## src/rtl/imem_arbiter_if.sv

```systemverilog
// Bus bundle between the pipeline requesters (IF, LS), the shared memory and imem_arbiter.
// The slave modport is the arbiter's view; master is the environment's view.
interface imem_arbiter_if #(
    parameter int ADDR_W = 32,
    parameter int DATA_W = 32
);
    logic              if_req;
    logic [ADDR_W-1:0] if_adr;
    logic              if_gnt;
    logic              if_rvalid;
    logic [DATA_W-1:0] if_rdata;

    logic              ls_req;
    logic              ls_we;
    logic [ADDR_W-1:0] ls_adr;
    logic [DATA_W-1:0] ls_wdata;
    logic              ls_gnt;
    logic              ls_rvalid;
    logic [DATA_W-1:0] ls_rdata;
    logic              ls_misalign;

    logic [ADDR_W-1:0] m_adr;
    logic              m_load;
    logic [DATA_W-1:0] m_in;
    logic [DATA_W-1:0] m_out;
    logic              m_done;

    modport slave (
        input  if_req, if_adr, ls_req, ls_we, ls_adr, ls_wdata, m_out, m_done,
        output if_gnt, if_rvalid, if_rdata, ls_gnt, ls_rvalid, ls_rdata, ls_misalign,
        output m_adr, m_load, m_in
    );

    modport master (
        output if_req, if_adr, ls_req, ls_we, ls_adr, ls_wdata, m_out, m_done,
        input  if_gnt, if_rvalid, if_rdata, ls_gnt, ls_rvalid, ls_rdata, ls_misalign,
        input  m_adr, m_load, m_in
    );
endinterface

```

## src/rtl/imem_arbiter.sv

```systemverilog
// Single-port memory arbiter between instruction fetch (IF) and load/store (LS).
// Build option IMEM_ARB_ROUND_ROBIN_EN: round-robin instead of LS priority with IF anti-starvation.
//
// owner state | meaning
// OWN_NONE    | no access issued last cycle, no response due
// OWN_IF      | IF access issued last cycle, IF response this cycle
// OWN_LS      | LS access issued last cycle, LS response this cycle
module imem_arbiter #(
    parameter int ADDR_W   = 32,
    parameter int DATA_W   = 32,
    parameter int MAX_WAIT = 4,
    parameter int WAIT_W   = 4
) (
    input logic             clk,
    input logic             rst_n,
    imem_arbiter_if.slave   bus
);
    localparam logic [1:0] OWN_NONE = 2'd0;
    localparam logic [1:0] OWN_IF   = 2'd1;
    localparam logic [1:0] OWN_LS   = 2'd2;

    logic [1:0]        owner;
    logic              pend_we;
    logic              pend_mis;
    logic [ADDR_W-1:0] adr_q;
    logic [DATA_W-1:0] if_hold;
    logic [DATA_W-1:0] ls_hold;
    logic [DATA_W-1:0] ls_resp_data;
    logic              issue;
    logic              if_win;
    logic              ls_win;

    // Gating with rst_n keeps grants and memory writes quiet while in reset.
    assign issue  = rst_n & bus.m_done & (bus.if_req | bus.ls_req);
    assign ls_win = issue & bus.ls_req & ~if_win;

`ifdef IMEM_ARB_ROUND_ROBIN_EN
    logic last_ls;

    assign if_win = issue & bus.if_req & (~bus.ls_req | last_ls);

    always_ff @(posedge clk or negedge rst_n) begin
        if (!rst_n) begin
            last_ls <= 1'b0;
        end else if (if_win) begin
            last_ls <= 1'b0;
        end else if (ls_win) begin
            last_ls <= 1'b1;
        end
    end
`else
    logic [WAIT_W-1:0] wait_cnt;
    logic              starved;

    assign starved = (wait_cnt == WAIT_W'(MAX_WAIT));
    assign if_win  = issue & bus.if_req & (~bus.ls_req | starved);

    // Counts IF denials, including cycles stalled by m_done.
    always_ff @(posedge clk or negedge rst_n) begin
        if (!rst_n) begin
            wait_cnt <= '0;
        end else if (bus.if_req & ~if_win) begin
            if (!starved) begin
                wait_cnt <= wait_cnt + 1'b1;
            end
        end else begin
            wait_cnt <= '0;
        end
    end
`endif

    assign bus.if_gnt = if_win;
    assign bus.ls_gnt = ls_win;

    always_comb begin
        bus.m_adr  = adr_q;
        bus.m_load = 1'b0;
        bus.m_in   = '0;
        if (if_win) begin
            bus.m_adr = bus.if_adr;
        end else if (ls_win) begin
            bus.m_adr  = bus.ls_adr;
            bus.m_load = bus.ls_we;
            bus.m_in   = bus.ls_wdata;
        end
    end

    always_ff @(posedge clk or negedge rst_n) begin
        if (!rst_n) begin
            owner    <= OWN_NONE;
            pend_we  <= 1'b0;
            pend_mis <= 1'b0;
            adr_q    <= '0;
            if_hold  <= '0;
            ls_hold  <= '0;
        end else begin
            if (if_win) begin
                owner <= OWN_IF;
            end else if (ls_win) begin
                owner <= OWN_LS;
            end else begin
                owner <= OWN_NONE;
            end
            pend_we  <= ls_win & bus.ls_we;
            pend_mis <= ls_win & (bus.ls_adr[1:0] != 2'b00);
            if (if_win) begin
                adr_q <= bus.if_adr;
            end else if (ls_win) begin
                adr_q <= bus.ls_adr;
            end
            if (owner == OWN_IF) begin
                if_hold <= bus.m_out;
            end
            if (owner == OWN_LS) begin
                ls_hold <= ls_resp_data;
            end
        end
    end

    // Memory read data is registered, so the response is steered straight from m_out.
    assign ls_resp_data    = pend_we ? '0 : bus.m_out;
    assign bus.if_rvalid   = (owner == OWN_IF);
    assign bus.if_rdata    = bus.if_rvalid ? bus.m_out : if_hold;
    assign bus.ls_rvalid   = (owner == OWN_LS);
    assign bus.ls_rdata    = bus.ls_rvalid ? ls_resp_data : ls_hold;
    assign bus.ls_misalign = bus.ls_rvalid & pend_mis;
endmodule

```

## src/flat_wrapper.sv

```systemverilog
// flat-port wrapper written by rule: the top's interface ports become plain ports
module imem_arbiter_flat 
#(
    parameter int ADDR_W   = 32,
    parameter int DATA_W   = 32,
    parameter int MAX_WAIT = 4,
    parameter int WAIT_W   = 4
)
  (clk, rst_n, bus_if_req, bus_if_adr, bus_ls_req, bus_ls_we, bus_ls_adr, bus_ls_wdata, bus_m_out, bus_m_done, bus_if_gnt, bus_if_rvalid, bus_if_rdata, bus_ls_gnt, bus_ls_rvalid, bus_ls_rdata, bus_ls_misalign, bus_m_adr, bus_m_load, bus_m_in);
  imem_arbiter_if #(.ADDR_W(ADDR_W), .DATA_W(DATA_W)) bus_i ();
  input logic clk;
  input logic rst_n;
  input wire logic [$bits(bus_i.if_req)-1:0] bus_if_req;
  input wire logic [$bits(bus_i.if_adr)-1:0] bus_if_adr;
  input wire logic [$bits(bus_i.ls_req)-1:0] bus_ls_req;
  input wire logic [$bits(bus_i.ls_we)-1:0] bus_ls_we;
  input wire logic [$bits(bus_i.ls_adr)-1:0] bus_ls_adr;
  input wire logic [$bits(bus_i.ls_wdata)-1:0] bus_ls_wdata;
  input wire logic [$bits(bus_i.m_out)-1:0] bus_m_out;
  input wire logic [$bits(bus_i.m_done)-1:0] bus_m_done;
  output wire logic [$bits(bus_i.if_gnt)-1:0] bus_if_gnt;
  output wire logic [$bits(bus_i.if_rvalid)-1:0] bus_if_rvalid;
  output wire logic [$bits(bus_i.if_rdata)-1:0] bus_if_rdata;
  output wire logic [$bits(bus_i.ls_gnt)-1:0] bus_ls_gnt;
  output wire logic [$bits(bus_i.ls_rvalid)-1:0] bus_ls_rvalid;
  output wire logic [$bits(bus_i.ls_rdata)-1:0] bus_ls_rdata;
  output wire logic [$bits(bus_i.ls_misalign)-1:0] bus_ls_misalign;
  output wire logic [$bits(bus_i.m_adr)-1:0] bus_m_adr;
  output wire logic [$bits(bus_i.m_load)-1:0] bus_m_load;
  output wire logic [$bits(bus_i.m_in)-1:0] bus_m_in;
  assign bus_i.if_req = bus_if_req;
  assign bus_i.if_adr = bus_if_adr;
  assign bus_i.ls_req = bus_ls_req;
  assign bus_i.ls_we = bus_ls_we;
  assign bus_i.ls_adr = bus_ls_adr;
  assign bus_i.ls_wdata = bus_ls_wdata;
  assign bus_i.m_out = bus_m_out;
  assign bus_i.m_done = bus_m_done;
  assign bus_if_gnt = bus_i.if_gnt;
  assign bus_if_rvalid = bus_i.if_rvalid;
  assign bus_if_rdata = bus_i.if_rdata;
  assign bus_ls_gnt = bus_i.ls_gnt;
  assign bus_ls_rvalid = bus_i.ls_rvalid;
  assign bus_ls_rdata = bus_i.ls_rdata;
  assign bus_ls_misalign = bus_i.ls_misalign;
  assign bus_m_adr = bus_i.m_adr;
  assign bus_m_load = bus_i.m_load;
  assign bus_m_in = bus_i.m_in;
  imem_arbiter #(.ADDR_W(ADDR_W), .DATA_W(DATA_W), .MAX_WAIT(MAX_WAIT), .WAIT_W(WAIT_W)) u_core (.clk(clk), .rst_n(rst_n), .bus(bus_i));
endmodule
```

## config.mk

```make
export PLATFORM = sky130hd
export DESIGN_NAME = imem_arbiter_flat
export DESIGN_NICKNAME = d
export VERILOG_FILES = /design/src/rtl/imem_arbiter_if.sv /design/src/rtl/imem_arbiter.sv /design/src/flat_wrapper.sv
export SDC_FILE = /design/constraint.sdc
export NUM_CORES = 1
export LEC_CHECK = 0
export BUFFER_PORTS_ARGS = -buffer_cell sky130_fd_sc_hd__buf_2
export CAP_MARGIN = 30
export CORE_ASPECT_RATIO = 1.5
export CORE_MARGIN = 4
export CORE_UTILIZATION = 24
export DETAILED_ROUTE_END_ITERATION = 10
export GPL_ROUTABILITY_DRIVEN = 0
export RECOVER_POWER = 100
export SYNTH_ARGS = -nofsm -noshare
export SYNTH_HDL_FRONTEND = slang
export SYNTH_SLANG_ARGS = --single-unit
```

## constraint.sdc

```tcl
create_clock -name clk -period 1.9 [get_ports clk]
set_input_delay 0.095 -clock clk [delete_from_list [all_inputs] [get_ports clk]]
set_output_delay 0.095 -clock clk [all_outputs]
set_load 0.1 [all_outputs]
```

==> impl_metrics.csv, run 1 <==
group,metric,value,unit
logic_synthesis,post-synth-top-count-cell,"dfrtp_1",
worst_setup_path,reg2reg_slack,-0.08,ns
min_path,worstHoldPathCells,2,
routing,detail_route.vias_per_cell,4.40,
worst_setup_path,crit_path_start_kind,"flop",
routing,initialDrtViolationCount,189,
die,boundaryPins,268,
logic_synthesis,yosysSeqAreaShare,57.3,%
power_and_ir_drop,power.ir.vdd_worst,540,uV
timing,finalWorstSetupSlack,-0.397,ns
die,initial_utilization,24.5,%
die,design.die.area,21300,um^2
worst_setup_path,crit_path_max_incr_delay,0.41,ns
power_and_ir_drop,net_switching,5.55,mW
worst_setup_path,worst_setup_path_end_kind,"output port",
power_and_ir_drop,comb_power_share,60.1,%
routing,vias,4215,
timing,period_needed,2.30,ns
worst_setup_path,timing_worst_setup_path_type,"reg2out",
power_and_ir_drop,power,11.7,mW
global_routing,global_route.overflow_total,0,
worst_setup_path,reg2reg_from,"u_core.wait_cnt[0]$_DFFE_PN0P_",
timing,period_share,121,%
logic_synthesis,asyncSetResetFlopFracSynth,100,%
timing,maxClockFrequency,0.435,GHz
power_and_ir_drop,power.density_cell_area,1240,nW/um^2
power_and_ir_drop,power.sequential.fraction,23.5,%
min_path,hold_start,"bus_if_adr[7]",
status,failed_checks,"setup timing",
routing,post_drt_wl_per_cell,18.1,um
power_and_ir_drop,p_int,6.19,mW
die,die_width,120,um
final_layout,layout.cells.non_filler,959,
final_layout,layout.nets,836,
min_path,min_to,"u_core.adr_q[7]$_DFF_PN0_",
logic_synthesis,most_area_consuming_cells_after_synthesis,"dfrtp_1 (57%), mux2_2 (8.4%), and2_1 (7.7%)",
routing,post-route-drc-count,0,
worst_setup_path,critical_path.slowest_cell,"a211o_4",
cts,cts.clk_slew.worst_paths,0.07,ns
logic_synthesis,synth_edf_count,0,
logic_synthesis,number_of_distinct_library_cells_after_synthesis,31,
die,rows,61,
placed_design,io_buffers,267,
final_layout,seqCellArea,2600,um^2
global_routing,first_global_vias,4581,
logic_synthesis,synth_top_cell_area_share,57.3,%
worst_setup_path,crit_path_arrival_time,2.20,ns
worst_setup_path,critPathRequiredTime,1.80,ns
worst_setup_path,crit_path_cell_trace,"inv_2, ha_4, buf_6, nand3b_1, a211o_4, buf_6, mux2_4, buf_12",
worst_setup_path,crit_fanout,3,
final_layout,multiInputGateArea,2320,um^2
timing,setup_viol_count_final,132,
routing,finalWirelength,17400,um
worst_setup_path,crit_path_frequent_cell,"buf_6",
die,die_y,177,um
global_routing,number_of_antenna_violations_at_the_first_check_in_global_routing,3,
timing,relSlewSlack,3.15,%
cts,clock-sinks,104,
placed_design,dpl.hpwl,12700,um
placed_design,post-place-cells,907,
worst_setup_path,r2r_cells,9,
power_and_ir_drop,sw_frac_of_total,47.3,%
logic_synthesis,synth.cell_area,4550,um^2
power_and_ir_drop,cellLeakagePower,4.43,nW
status,outcome,"complete, but fails checks",
logic_synthesis,yosys-top-cells-count,"dfrtp_1 (104), and2_1 (56), nand2b_1 (43)",
timing,hold_viol_final,0,
logic_synthesis,synth_fp_nets,526,
worst_setup_path,rr_endpoint,"u_core.adr_q[3]$_DFF_PN0_",
timing,rsz_0062_raised_after_global_routing,"true",
worst_setup_path,critical_path_buf_inv_count,4,
worst_setup_path,worst_path_dominant_cell_family,"buffers and inverters",
routing,firstDrtPassIters,4,
cts,clock_latency,0.35,ns
die,core_area,18500,um^2
placed_design,dp_worst_setup_slack,-0.0492,ns
logic_synthesis,synthFlopType,"dfrtp_1",
logic_synthesis,syn_area_per_cell,11.7,um^2
logic_synthesis,number_of_storage_elements_in_the_synthesis_netlist,104,
routing,drt_antenna_net_count,0,
timing,slew_viol_final,0,
global_routing,pin_count_of_the_biggest_net_entering_global_routing,56,
global_routing,global_route.usage.total,15.6,%
timing,timing.clock.skew,0.0102,ns
final_layout,drive_above_1_share,59.7,%
cts,cts_inserted_buffers,9,
cts,cts_tree,"built",
final_layout,fillCellCount,1615,
cts,ctsLongestPathBuffers,2,
cts,clock-root-buffer,"clkbuf_16",
timing,transition_time_of_the_tightest_slew_check_pin,1.45,ns
cts,cts_max_level,3,
final_layout,area_growth_syn_to_layout,109,%
min_path,hold_path.class,"in2reg",
logic_synthesis,synthesis.instances,390,
global_routing,grt_first_pass_wirelength,25700,um
power_and_ir_drop,clock_power_share,16.5,%
logic_synthesis,synth_top_area_cell,"dfrtp_1",
logic_synthesis,ys.warnings.count,0,
run,cap_violations,0,
power by group through the flow:
| stage | registers [mW] | logic [mW] | clock network, mW |
|---|---|---|---|
| 6_report | 2.76 | 7.05 | 1.93 |
| 5_1_grt | 2.80 | 7.25 | 2.11 |
| 3_5_place_dp | 2.80 | 7.07 | 0 |
| 3_3_place_gp | 2.78 | 7.03 | 0 |
| 4_1_cts | 2.76 | 7.15 | 2.02 |
| 2_1_floorplan | 2.77 | 4.49 | 0 |
cell families after synthesis:
family	after synthesis	share of synthesized area, %
AO/OA/AOI/OAI	72	12.1
XOR/XNOR	1	0.193
flip-flops	104	57.3
buffers and inverters	33	3.58
adder cells (fa/ha/maj)	2	0.550
multiplexers	35	8.64
AND/OR/NAND/NOR	143	17.7
state kept, by name, indices dropped and copies added (netlist names):
signal           count
u_core.adr_q        32
u_core.if_hold      32
u_core.ls_hold      32
u_core.wait_cnt      4
u_core.owner         2
u_core.pend_mis      1
u_core.pend_we       1
metrics by stage:
step | TNS [ns] | util (%) | cell area, um^2 | hold WS [ns]
2_1_floorplan | -17.73 | - | 5180 | -0.201
4_1_cts | -20.56 | 51.1 | 9480 | 0.00488
3_3_place_gp | 0 | 48.1 | 8930 | 0.157
5_1_grt | -58.46 | 51.2 | 9500 | 0.0111
3_5_place_dp | -0.809 | 48.1 | 8930 | 0.158
6_report | -32.55 | 51.2 | 9500 | 0.0182
area by class of cell:
type / count / share of cell area [%]
antenna: 3 / 0.0790
clock buffer: 9 / 2.37
clock inverter: 6 / 0.816
inverter: 6 / 0.342
multi-input combinational: 254 / 24.4
sequential: 104 / 27.4
tap: 252 / 3.32
timing repair buffer: 325 / 41.3
placed cells by master (no fill, tap or decap), types with 21 or more instances in the layout:
cell type and instances:
buf_12 138, nand2_1 33, dfrtp_1 103, a221o_4 21
and2_1 22, and2_4 33, nand2b_1 44, buf_2 134
mux2_1 21
worst max-delay path by stage:
stage / start / endpoint / slack [ns] / depth (start not counted)
after detailed placement: u_core.wait_cnt[0]$_DFFE_PN0P_ / bus_m_adr[10] / -0.05 / 9
after floorplan: u_core.owner[0]$_DFF_PN0_ / u_core.ls_hold[1]$_DFF_PN0_ / -0.48 / 3
final: u_core.wait_cnt[0]$_DFFE_PN0P_ / bus_m_adr[7] / -0.40 / 8
after global placement: u_core.wait_cnt[0]$_DFFE_PN0P_ / bus_m_adr[10] / 0.008 / 9
after CTS: u_core.wait_cnt[0]$_DFFE_PN0P_ / bus_m_adr[7] / -0.39 / 8
after global routing: u_core.wait_cnt[0]$_DFFE_PN0P_ / bus_m_adr[31] / -0.49 / 9
layer usage:
layer | GRT usage [%] | part of all wire (%) | routed length (um) | up-vias
met5 | 0 | 0.040 | 7 | -
met4 | 4.44 | 2.2 | 388 | 2
met3 | 5.10 | 7.5 | 1300 | 22
met2 | 28.4 | 55 | 9500 | 173
met1 | 17.2 | 35 | 6160 | 2043
li1 | - | - | - | 1975
timing repair:
item / 4_1_cts / 5_1_grt
setup buffers: 12 / 11
gates resized for setup: 22 / 39
setup endpoints to repair: 70 / 101
endpoints found under the hold margin: 50 / 0
pin swaps: 16 / 9
cloned: 3 / 6
hold buffers: 2 / 0
No activity file was read; power rests on OpenSTA's default activity.
==> run 2, diff against run 1 <==
- SETUP_SLACK_MARGIN: unset -> 0.3
- clock period: 1.9 -> 2.5 ns (I/O delays scaled with it)
==> run 2 against run 1 <==
  * The flow now finishes without violations
  * Register-to-register slack improved by 0.78 ns
  * First-iteration DRC count fell by 10%
  * Via count is 4.6% lower
  * Cell area is 22% lower
  * Clock skew down 0.0021 ns
  * Core utilization shrank 11 points
  * Flip-flop and latch count unchanged
  * Routed wire length decreased by 8.6%
  * Clock power down 29%
  * Die area is the same
  * Combinational power fell by 43%
  * Critical path type unchanged
==> impl_metrics.csv, run 2 (synthesized netlist as in run 1, its figures left out) <==
group,metric,value,unit
die,initial_utilization,24.5,%
timing,period_needed,2.34,ns
worst_setup_path,crit_path_start_kind,"flop",
timing,rsz_0062_raised_after_global_routing,"true",
routing,vias,4021,
cts,clock-sinks,104,
final_layout,layout.nets,811,
cts,cts_max_level,3,
worst_setup_path,crit_path_cell_trace,"inv_1, ha_4, buf_6, nand3b_1, clkbuf_1, a211o_4, o221a_1, buf_4",
die,core_area,18500,um^2
global_routing,pin_count_of_the_biggest_net_entering_global_routing,72,
timing,setup_viol_count_final,0,
routing,post_drt_wl_per_cell,17.0,um
final_layout,final_cell_mix,"buf_2 (132), dfrtp_1 (104), clkbuf_2 (67), nand2b_1 (42)",
min_path,min_to,"u_core.adr_q[13]$_DFF_PN0_",
timing,worst_hold_slack,0.0281,ns
worst_setup_path,crit_path_arrival_time,2.22,ns
die,design.die.area,21300,um^2
power_and_ir_drop,power.ir.vdd_worst,373,uV
routing,detail_route.vias_per_cell,4.31,
final_layout,fillCellCount,1911,
worst_setup_path,crit_path_max_incr_delay,0.39,ns
worst_setup_path,critical_path.slowest_cell,"a211o_4",
timing,hold_viol_final,0,
placed_design,io_buffers,267,
cts,cts.clk_slew.worst_paths,0.08,ns
global_routing,global_route.overflow_total,0,
worst_setup_path,critPathRequiredTime,2.38,ns
cts,cts_inserted_buffers,9,
global_routing,grt_first_pass_wirelength,24400,um
final_layout,final_common_cell,"buf_2",
worst_setup_path,rr_endpoint,"u_core.adr_q[7]$_DFF_PN0_",
final_layout,largest_registers,"u_core.adr_q: 32 flops, u_core.if_hold: 32 flops, u_core.ls_hold: 32 flops",
placed_design,post-place-cells,891,
run,cap_violations,0,
power_and_ir_drop,cellLeakagePower,3.70,nW
final_layout,area_growth_syn_to_layout,63.3,%
routing,firstDrtPassIters,4,
routing,drt_antenna_net_count,0,
timing,slew_viol_final,0,
die,boundaryPins,268,
routing,finalWirelength,15900,um
global_routing,global_route.usage.total,14.9,%
power_and_ir_drop,power.density_cell_area,1010,nW/um^2
final_layout,layout.cells.non_filler,933,
worst_setup_path,timing_worst_setup_path_type,"reg2out",
worst_setup_path,worst_setup_path_end_kind,"output port",
timing,relSlewSlack,38.9,%
timing,maxClockFrequency,0.427,GHz
worst_setup_path,crit_fanout,6,
worst_setup_path,reg2reg_slack,0.70,ns
cts,clock-root-buffer,"clkbuf_16",
die,die_y,177,um
timing,period_share,93.8,%
die,die_width,120,um
min_path,hold_start,"bus_ls_adr[13]",
placed_design,dpl.hpwl,10700,um
cts,cts_tree,"built",
routing,initialDrtViolationCount,170,
final_layout,drive_above_1_share,57.6,%
min_path,hold_path.class,"in2reg",
die,rows,61,
routing,post-route-drc-count,0,
worst_setup_path,r2r_cells,7,
cts,ctsLongestPathBuffers,2,
timing,timing.clock.skew,0.00810,ns
global_routing,number_of_antenna_violations_at_the_first_check_in_global_routing,1,
min_path,worstHoldPathCells,2,
global_routing,first_global_vias,4365,
worst_setup_path,reg2reg_from,"u_core.wait_cnt[0]$_DFFE_PN0P_",
status,outcome,"finished, final reports clean",
timing,transition_time_of_the_tightest_slew_check_pin,0.917,ns
cts,clock_latency,0.35,ns
## run 2: cell count changes in the layout (fill, tap and decap cells not counted), moves of 8 or more
cell	delta
mux2_2	+17
buf_4	+19
o221a_4	-8
clkbuf_2	+63
and2_4	-9
buf_12	-130
a221o_4	-12
and2_2	+9
a221o_2	+12
buf_6	+26
o21ai_0	+12
mux2_4	-10
o221a_1	+8
## run 2: power by group
group / total, mW / internal, mW / switching (mW)
logic: 4.02 / 0.808 / 3.21
clock network: 1.37 / 0.712 / 0.656
registers: 2.09 / 2.01 / 0.0768
total: 7.48 / 3.53 / 3.95
## run 2: worst max-delay path by stage
| stage | from | slack, ns | cells after the start | endpoint |
|---|---|---|---|---|
| 3_5_place_dp | u_core.wait_cnt[0]$_DFFE_PN0P_ | 0.36 | 8 | bus_m_adr[23] |
| 2_1_floorplan | u_core.owner[0]$_DFF_PN0_ | -0.06 | 4 | u_core.ls_hold[13]$_DFF_PN0_ |
| 3_3_place_gp | u_core.wait_cnt[0]$_DFFE_PN0P_ | 0.37 | 8 | bus_m_adr[19] |
| 6_report | u_core.wait_cnt[0]$_DFFE_PN0P_ | 0.16 | 8 | bus_m_adr[30] |
| 4_1_cts | u_core.wait_cnt[1]$_DFFE_PN0P_ | 0.16 | 8 | bus_m_adr[2] |
| 5_1_grt | u_core.wait_cnt[0]$_DFFE_PN0P_ | 0.04 | 8 | bus_m_adr[26] |
## run 2: metrics by stage
step / TNS (ns) / power [mW] / setup slack (ns) / util, % / area, um^2
after floorplan: -1.07 / 5.36 / -0.0595 / - / 4750
after global placement: 0 / 6.24 / 0.371 / 39.0 / 7240
after detailed placement: 0 / 6.27 / 0.356 / 39.2 / 7270
after CTS: 0 / 7.88 / 0.163 / 43.8 / 8130
after global routing: 0 / 7.79 / 0.0420 / 40.0 / 7420
final: 0 / 7.48 / 0.156 / 40.0 / 7420
## run 2: critical path, delay by kind of cell (launching register included)
family          cells  cell delay [ns]
flops               1             0.38
simple gates        1             0.11
compound gates      2             0.66
buf+inv             4             0.59
fa+ha+maj           1             0.14
## run 2: what timing repair did
| action | CTS | global route |
|---|---|---|
| setup buffers | 12 | 0 |
| hold buffers | 3 | 1 |
| endpoints found under the setup margin | 66 | 67 |
| cloned | 7 | 1 |
| gates resized for setup | 81 | 13 |
| pin swaps | 33 | 1 |
| endpoints found under the hold margin | 18 | 12 |
## run 2: final cells by class
cell class | count | area (um^2) | share of cell area (%)
multi-input cells | 254 | 2040 | 27.5
flip-flops and latches | 104 | 2600 | 35.1
diodes | 1 | 2.50 | 0.0337
clock inverters | 5 | 38.8 | 0.523
well taps | 252 | 315 | 4.25
clock buffers | 11 | 243 | 3.27
inverters | 6 | 32.5 | 0.438
repair buffers | 300 | 2150 | 29.0
## run 2: layer usage
layer  routed length, um  global-route usage (%)  vias to the layer above
li1                    -                       -                     1920
met3                1350                    5.51                       14
met4                 192                    4.16                        0
met2                8350                    26.4                      176
met1                5970                    16.8                     1911
met5                   0                       0                        -
==> run 3, diff against run 2 <==
- GPL_TIMING_DRIVEN: unset -> 0
==> run 3 against run 2 <==
  * Non-clock buffer count is 19 higher
  * Routed wire length is 0.18% higher
  * Cell area up 10%
  * Clock skew increased by 0.0015 ns
  * Sequential share of layout area decreased by 3.2 points
  * Fmax down 2.7%
  * First-iteration DRC count down 26%
  * Largest cell class is now non-clock buffers
  * Critical path type unchanged
  * Die area did not move
  * Via count increased by 3.2%
==> impl_metrics.csv, run 3 (synthesized netlist as in run 1, its figures left out) <==
group,metric,value,unit
status,outcome,"finished, final reports clean",
worst_setup_path,worst_path_dominant_cell_family,"compound AO/OA/AOI/OAI gates",
global_routing,first_global_vias,4545,
global_routing,grt_first_pass_wirelength,23900,um
global_routing,pin_count_of_the_biggest_net_entering_global_routing,59,
die,design.die.area,21300,um^2
timing,period_needed,2.41,ns
final_layout,final_common_cell,"buf_2",
final_layout,final_cell_mix,"buf_2 (169), dfrtp_1 (104), buf_12 (63), nand2b_1 (43), nand2_1 (33)",
timing,hold_viol_final,0,
power_and_ir_drop,power.density_cell_area,961,nW/um^2
global_routing,global_route.overflow_total,0,
worst_setup_path,crit_path_arrival_time,2.28,ns
final_layout,area_growth_syn_to_layout,79.6,%
run,cap_violations,0,
timing,slew_viol_final,0,
routing,firstDrtPassIters,4,
die,rows,61,
placed_design,io_buffers,267,
worst_setup_path,critical_path.slowest_cell,"a221o_4",
worst_setup_path,crit_path_cell_trace,"inv_2, ha_1, buf_4, nand3b_1, a211o_4, inv_8, clkbuf_16, a221o_4, buf_12",
cts,ctsLongestPathBuffers,2,
cts,clock_latency,0.35,ns
power_and_ir_drop,cellLeakagePower,3.94,nW
timing,transition_time_of_the_tightest_slew_check_pin,1.49,ns
die,core_area,18500,um^2
die,die_y,177,um
min_path,hold_path.class,"in2reg",
global_routing,number_of_antenna_violations_at_the_first_check_in_global_routing,1,
routing,finalWirelength,15900,um
routing,post-route-drc-count,0,
die,die_width,120,um
worst_setup_path,crit_path_start_kind,"flop",
final_layout,largest_registers,"u_core.adr_q: 32 flops, u_core.if_hold: 32 flops, u_core.ls_hold: 32 flops",
routing,vias,4148,
routing,drt_antenna_net_count,0,
worst_setup_path,worst_setup_path_end_kind,"output port",
worst_setup_path,crit_path_max_incr_delay,0.44,ns
placed_design,dpl.hpwl,11300,um
cts,cts.clk_slew.worst_paths,0.07,ns
timing,worst_hold_slack,0.0350,ns
timing,timing.clock.skew,0.00961,ns
final_layout,layout.nets,829,
final_layout,finalCoreUtilization,44.0,%
routing,initialDrtViolationCount,125,
final_layout,fillCellCount,1731,
timing,rsz_0062_raised_after_global_routing,"true",
cts,clock-root-buffer,"clkbuf_16",
timing,setup_viol_count_final,0,
die,initial_utilization,24.5,%
timing,fin_tns_setup,0,ns
timing,period_share,96.4,%
final_layout,drive_above_1_share,59.2,%
cts,cts_inserted_buffers,9,
worst_setup_path,critical_path_buf_inv_count,5,
worst_setup_path,critPathRequiredTime,2.38,ns
routing,detail_route.vias_per_cell,4.36,
global_routing,global_route.usage.total,14.4,%
timing,relSlewSlack,0.776,%
final_layout,layout.cells.non_filler,952,
cts,clock-sinks,104,
routing,post_drt_wl_per_cell,16.7,um
timing,maxClockFrequency,0.415,GHz
die,boundaryPins,268,
worst_setup_path,crit_fanout,6,
cts,cts_tree,"built",
placed_design,post-place-cells,910,
cts,cts_max_level,3,
power_and_ir_drop,power.ir.vdd_worst,434,uV
power_and_ir_drop,power,7.85,mW
worst_setup_path,timing_worst_setup_path_type,"reg2out",
==> run 3: changes by cell type in the layout (fill, tap and decap cells not counted), sizes merged <==
cell         change
clkinvlp         +1
a211o            -1
buf             +56
diode            +1
clkinv           -2
clkbuf          -33
dlygate4sd3      -3
==> run 3: area by class of cell <==
class | count | area, um^2 | area share, %
clock inverter | 4 | 35.0 | 0.429
buffer | 27 | 204 | 2.50
antenna | 2 | 5.00 | 0.0613
multi-input combinational | 253 | 2060 | 25.3
clock buffer | 12 | 256 | 3.14
timing repair buffer | 292 | 2650 | 32.5
sequential | 104 | 2600 | 31.9
tap | 252 | 315 | 3.86
inverter | 6 | 30.0 | 0.368
==> run 3: timing repair <==
item | CTS | global route
endpoints found under the setup margin | 128 | 117
endpoints found under the hold margin | 46 | 0
cloned | 0 | 4
setup buffers | 9 | 9
pin swaps | 8 | 13
resized for setup | 254 | 100
hold buffers | 2 | 0
==> run 3: final timing paths <==
| check | startpoint | endpoint | slack, ns | cells past startpoint |
|---|---|---|---|---|
| worst min-delay path | bus_m_out[27] | u_core.if_hold[27]$_DFF_PN0_ | 0.03 | 2 |
| worst min register to register | u_core.ls_hold[9]$_DFF_PN0_ | u_core.ls_hold[9]$_DFF_PN0_ | 0.47 | 2 |
| max in group asynchronous | rst_n | u_core.owner[0]$_DFF_PN0_ | 0.57 | 3 |
| min in group asynchronous | rst_n | u_core.ls_hold[16]$_DFF_PN0_ | 0.90 | 3 |
| worst max-delay path | u_core.wait_cnt[0]$_DFFE_PN0P_ | bus_m_adr[25] | 0.09 | 9 |
| worst max register to register | u_core.wait_cnt[0]$_DFFE_PN0P_ | u_core.adr_q[17]$_DFF_PN0_ | 0.52 | 9 |
==> run 3: per-layer routing <==
layer | up-vias | track usage, % | part of all wire (%)
met5 | - | 0 | 0
met4 | 0 | 4.35 | 1.7
met3 | 20 | 4.74 | 8.1
met2 | 189 | 26.5 | 55
met1 | 1984 | 15.5 | 36
li1 | 1955 | - | -
==> run 3: where the power goes <==
| group | internal, mW | total (mW) | switching (mW) |
|---|---|---|---|
| clock | 0.742 | 1.39 | 0.652 |
| sequential | 2.01 | 2.09 | 0.0769 |
| combinational | 1.09 | 4.37 | 3.27 |
| total | 3.85 | 7.85 | 4.00 |
==> run 3: per-stage QoR <==
| step | area, um^2 | worst slack [ns] |
|---|---|---|
| floorplan | 4750 | -0.0595 |
| global placement | 6400 | -1.58 |
| detailed placement | 6430 | 0.0178 |
| CTS | 7730 | 0.0815 |
| global route | 8160 | 0.00823 |
| finish | 8160 | 0.0910 |
